[src/rtl/omr_pkg.sv]
// Shared constants and enumerations for the OMR sheet capture stage.
// Build option: OMR_MULTIMARK_REJECT_EN (see omr_row_classify).
package omr_pkg;

    localparam int NUM_Q = 10;
    localparam int OPT_W = 4;
    localparam int ANS_W = NUM_Q * OPT_W;

    typedef enum logic [1:0] {
        IDLE,
        COLLECT,
        HOLD
    } state_t;

    typedef enum logic [1:0] {
        BLANK,
        SINGLE,
        MULTI
    } row_class_t;

endpackage

[src/rtl/omr_row_classify.sv]
// Combinational row classifier: maps raw bubble bits to a class and the value to store.
// With OMR_MULTIMARK_REJECT_EN defined, multi-mark rows are flagged and stored as zero.
module omr_row_classify #(
    parameter int OPT_W = omr_pkg::OPT_W
) (
    input  logic [OPT_W-1:0] row_marks,
    output logic [1:0]       row_class,
    output logic [OPT_W-1:0] row_stored
);
    import omr_pkg::*;

    always_comb begin
        row_class  = SINGLE;
        row_stored = row_marks;
        if (row_marks == '0) begin
            row_class = BLANK;
`ifdef OMR_MULTIMARK_REJECT_EN
        // Clearing the lowest set bit leaves something only when two or more bits are set.
        end else if ((row_marks & (row_marks - OPT_W'(1))) != '0) begin
            row_class  = MULTI;
            row_stored = '0;
`endif
        end
    end

endmodule

[src/rtl/omr_sheet_capture.sv]
// Assembles serial answer rows into a sheet vector and holds it behind valid/ready.
// Build option: OMR_MULTIMARK_REJECT_EN zeroes multi-mark rows and counts them.
module omr_sheet_capture #(
    parameter int NUM_Q = omr_pkg::NUM_Q,
    parameter int OPT_W = omr_pkg::OPT_W
) (
    input  logic                     clk,
    input  logic                     reset,
    input  logic                     sheet_start,
    input  logic                     row_valid,
    input  logic [OPT_W-1:0]         row_marks,
    input  logic                     out_ready,
    output logic                     sheet_valid,
    output logic [NUM_Q*OPT_W-1:0]   student_answers,
    output logic [3:0]               q_count,
    output logic [3:0]               blank_count,
    output logic [3:0]               multi_count,
    output logic                     row_overrun,
    output logic                     busy
);
    import omr_pkg::*;

    localparam int         SHEET_W  = NUM_Q * OPT_W;
    localparam logic [3:0] LAST_ROW = 4'(NUM_Q - 1);

    state_t               state_reg, state_next;
    logic [SHEET_W-1:0]   answers_reg, answers_next;
    logic [3:0]           q_count_reg, q_count_next;
    logic [3:0]           blank_count_reg, blank_count_next;
    logic [3:0]           multi_count_reg, multi_count_next;
    logic                 row_overrun_reg, row_overrun_next;
    logic                 sheet_valid_reg, sheet_valid_next;
    logic                 busy_reg, busy_next;

    logic [1:0]           row_class;
    logic [OPT_W-1:0]     row_stored;

    omr_row_classify #(
        .OPT_W(OPT_W)
    ) u_classify (
        .row_marks (row_marks),
        .row_class (row_class),
        .row_stored(row_stored)
    );

    always_comb begin
        state_next       = state_reg;
        answers_next     = answers_reg;
        q_count_next     = q_count_reg;
        blank_count_next = blank_count_reg;
        multi_count_next = multi_count_reg;
        // Overrun is sticky; only reset clears it.
        row_overrun_next = row_overrun_reg | (row_valid && (state_reg != COLLECT));

        unique case (state_reg)
            IDLE: begin
                if (sheet_start) begin
                    state_next       = COLLECT;
                    answers_next     = '0;
                    q_count_next     = '0;
                    blank_count_next = '0;
                    multi_count_next = '0;
                end
            end
            COLLECT: begin
                // A restart wins over a row arriving in the same cycle.
                if (sheet_start) begin
                    answers_next     = '0;
                    q_count_next     = '0;
                    blank_count_next = '0;
                    multi_count_next = '0;
                end else if (row_valid) begin
                    for (int i = 0; i < NUM_Q; i++) begin
                        if (q_count_reg == 4'(NUM_Q - 1 - i)) begin
                            answers_next[i*OPT_W +: OPT_W] = row_stored;
                        end
                    end
                    q_count_next = q_count_reg + 4'd1;
                    if (row_class == BLANK) begin
                        blank_count_next = blank_count_reg + 4'd1;
                    end
`ifdef OMR_MULTIMARK_REJECT_EN
                    if (row_class == MULTI) begin
                        multi_count_next = multi_count_reg + 4'd1;
                    end
`endif
                    if (q_count_reg == LAST_ROW) begin
                        state_next = HOLD;
                    end
                end
            end
            HOLD: begin
                if (sheet_valid_reg && out_ready) begin
                    state_next = IDLE;
                end
            end
            default: state_next = IDLE;
        endcase

        sheet_valid_next = (state_next == HOLD);
        busy_next        = (state_next == COLLECT);
    end

    always_ff @(posedge clk or negedge reset) begin
        if (!reset) begin
            state_reg       <= IDLE;
            answers_reg     <= '0;
            q_count_reg     <= '0;
            blank_count_reg <= '0;
            multi_count_reg <= '0;
            row_overrun_reg <= 1'b0;
            sheet_valid_reg <= 1'b0;
            busy_reg        <= 1'b0;
        end else begin
            state_reg       <= state_next;
            answers_reg     <= answers_next;
            q_count_reg     <= q_count_next;
            blank_count_reg <= blank_count_next;
            multi_count_reg <= multi_count_next;
            row_overrun_reg <= row_overrun_next;
            sheet_valid_reg <= sheet_valid_next;
            busy_reg        <= busy_next;
        end
    end

    assign sheet_valid     = sheet_valid_reg;
    assign student_answers = answers_reg;
    assign q_count         = q_count_reg;
    assign blank_count     = blank_count_reg;
    assign multi_count     = multi_count_reg;
    assign row_overrun     = row_overrun_reg;
    assign busy            = busy_reg;

endmodule
[config.mk]
export PLATFORM = sky130hd
export DESIGN_NAME = omr_sheet_capture
export DESIGN_NICKNAME = d
export VERILOG_FILES = /design/src/rtl/omr_pkg.sv /design/src/rtl/omr_row_classify.sv /design/src/rtl/omr_sheet_capture.sv
export SDC_FILE = /design/constraint.sdc
export NUM_CORES = 1
export LEC_CHECK = 0
export BUFFER_PORTS_ARGS = -buffer_cell sky130_fd_sc_hd__buf_4
export CAP_MARGIN = 20
export CORE_AREA = 4 4 93 95
export DETAILED_ROUTE_END_ITERATION = 16
export DIE_AREA = 0 0 97 99
export PLACE_DENSITY = 0.57
export SLEW_MARGIN = 0
export SYNTH_ARGS = -nofsm -noshare
export SYNTH_HDL_FRONTEND = slang
export SYNTH_SLANG_ARGS = --single-unit
export TNS_END_PERCENT = 1
[constraint.sdc]
create_clock -name clk -period 2.1 [get_ports clk]
set_input_delay 0.42 -clock clk [delete_from_list [all_inputs] [get_ports clk]]
set_output_delay 0.42 -clock clk [all_outputs]
set_load 0.1 [all_outputs]
==> summary.md <==
| Metric | Value |
|---|---|
| Cell family with most CP delay | compound AO/OA/AOI/OAI gates |
| Synth Area in XOR/XNOR | 0.0114 |
| Number of unique standard cell types used by synthesis | 34 |
| ANT nets after route | 0 |
| Nets | 271 |
| Clock transition at the registers of the reported paths | 90 ps |
| Critical Path Source Type | register |
| Sequential element share of the synthesized area | 0.575 |
| Max FFs per register | 40 |
| RSZ-0062 raised after global routing | false |
| Finish-stage setup viols | 0 |
| Ratio of cells with drive above 1 in the final layout | 0.403 |
| Number of max-cap violations | 0 |
| CP Buf/Inv Count | 1 |
| Prevailing post-synth register cell | dfrtp_1 |
| Clk_skew | 4.16 ps |
| # rows | 32 |
| Global-route wire length before repair | 9080 um |
| Vias | 1636 |
| FF+latch count, synth | 53 |
| VDD IR-drop max | 494 uV |
| Sink Count | 53 |
| Vias in the first global route | 1683 |
| Num CTS Buffers | 5 |
| Fmax achieved | 0.534 GHz |
| Commonest non-fill, non-tap cell in the layout | buf_4 |
| Post-synthesis adder-cell area fraction | 0.0271 |
| Initial antenna violation count | 0 |
| Die W | 97 um |
| Core box area | 7730 um^2 |
| Worst skew pair latency | 300 ps |
| Critical-path cell list | inv_1, ha_1, nand4b_1, o21ai_0, mux2_2 |
| Die height | 99 um |
| CTS Hold Bufs | 0 |
| Slew Limit Fails | 0 |
| CP peak stage delay | 510 ps |
| PortBufs | 59 |
| Initial core utilization | 0.299 |
| Grt ovf | 0 |
| Clock Path Buffers | 2 |
| Share of the synthesized area in the top cell type | 0.575 |
| # placed instances | 352 |
| Worst Setup Path Type | reg2reg |
| Post-synthesis mux area share | 0.159 |
| Final hold vios | 0 |
| Clock Tree Root | clkbuf_8 |
| Detail Placement HPWL | 4060 um |
| Setup Buffers After CTS | 0 |
| Synth Area in Simple Gates | 0.136 |
| Pin count of the biggest net entering global routing | 54 |
| WP data required | 2290 ps |
| Commonest cells after routing, fill and taps aside | 62 x buf_4, 50 x dfrtp_1, 29 x mux2_2 |
| Final wirelength | 5390 um |
| Post-DP Area | 2860 um^2 |
| Worst hold slack | 140 ps |
| Placer Congestion | 0.747 |
| Yosys Warn Count | 0 |
| Footprint of the multi-input gates | 928 um^2 |
| Cell count after synthesis | 194 |
| Mapped Area | 2310 um^2 |
| Hold crit path type | in2async |
| Critical path's slowest cell | o21ai_0 |
| Detailed Route Iter0 Violations | 61 |
| Worst setup EP type | register |
| Slew HR | 0.552 |
| TritonCTS clock tree | yes |
| Final min period | 1870 ps |
| CP arrival | 2070 ps |
| PwrDens | 873 nW/um^2 |
| Post-Layout Inst Area | 2950 um^2 |
| Fin cells | 360 |
| H-tree levels | 2 |
| Gr usage total | 0.119 |
| Post-DR wirelength/cell | 15.0 um |
| Pleak | 1.43 nW |
| Largest family of logic cells by synthesized area | multiplexers |
| Post-route setup TNS | 0 ps |
| Synth area leaders | dfrtp_1 57%, mux2_2 14%, o21ai_0 3.0%, nand2_1 2.8%, ha_1 2.7% |
| Fillers | 793 |
| Register area | 1330 um^2 |
| Slew @ Worst Pin | 672 ps |
| Residual DRC | 0 |
| Die Area | 9600 um^2 |
| Area grow syn2layout | 27.7% |
| Post-synth EDFFs | 0 |
| Average cell area after synthesis | 11.9 um^2 |
| Final Cycle Share | 0.892 |
| Initial DRT Pass Iterations | 4 |
| Synth area leader | dfrtp_1 |
| Post-synth ARST share | 1.00 |
| Via-to-Cell Ratio | 4.54 |
| # resized after CTS | 0 |
| CP Max Fanout | 6 |
| N_diodes | 0 |
| Compound-Gate Fraction of Synth Area | 0.0624 |
| Ports | 64 |
| Outcome | finished, final reports clean |
==> metrics by stage <==
stage | utilization | total power, W | worst slack, ps
4_1_cts | 0.381 | 0.00262 | 216
5_1_grt | 0.381 | 0.00270 | 106
6_report | 0.381 | 0.00257 | 227
2_1_floorplan | - | 0.00184 | 122
3_3_place_gp | 0.370 | 0.00204 | 167
3_5_place_dp | 0.370 | 0.00205 | 145
==> worst reg2reg max path, cell delays in order (launching register included) <==
cell	delay, ps
dfrtp_2	450
inv_1	90
ha_1	160
nand4b_1	150
o21ai_0	510
mux2_2	400
==> power breakdown <==
part | internal [W] | leakage [nW] | switching (W)
registers | 0.00109 | 0.689 | 0.0000440
clock network | 0.000232 | 0.0450 | 0.000324
logic | 0.000180 | 0.697 | 0.000700
==> cell usage after synthesis (2+ instances only) <==
cell type and instances:
ha_1 5, mux2i_1 4, buf_2 2, and2_1 4, inv_1 3, mux2_2 29
nor2_1 13, nand2b_1 4, buf_4 4, nand4_1 2, nor2b_1 4, dfrtp_1 53
nand2_1 17, a21oi_1 8, nand3_1 8, clkbuf_1 2, xor2_1 2, o21ai_0 14
==> final cells by class <==
class	instances	area share
tap	102	0.0433
clock inverter	2	0.00340
multi-input combinational	132	0.315
timing repair buffer	62	0.158
clock buffer	6	0.0246
sequential	53	0.452
inverter	3	0.00382
==> per-layer routing <==
| metal | track usage | share of wire |
|---|---|---|
| met5 | 0 | 0 |
| met4 | 0.0324 | 0.011 |
| met3 | 0.0311 | 0.048 |
| met2 | 0.185 | 0.47 |
| met1 | 0.165 | 0.48 |
==> cell families (layout without fill, tap and decap cells) <==
group                      count (synthesis)  after routing
buffers and inverters                     12             73
other                                      1              4
and+or+nand+nor                           61             61
xor gates and xnor gates                   3              3
adders and majority gates                  5              5
muxes                                     33             33
DFF                                       53             53
AOI/OAI and AO/OA                         26             26
==> worst paths after layout <==
kind                                        startpoint                        endpoint  slack, ps  depth (start not counted)
max in group asynchronous                        reset          q_count[1]$_DFFE_PN0P_       1470                          1
worst min register to register   row_overrun$_DFF_PN0_           row_overrun$_DFF_PN0_        470                          1
worst max register to register  q_count[1]$_DFFE_PN0P_  student_answers[0]$_DFFE_PN0P_        230                          5
worst max-delay path            q_count[1]$_DFFE_PN0P_  student_answers[0]$_DFFE_PN0P_        230                          5
worst min-delay path                             reset                  busy$_DFF_PN0_        140                          1
min in group clk                             row_valid           row_overrun$_DFF_PN0_        360                          2
Power figures use the tool's default switching activity.
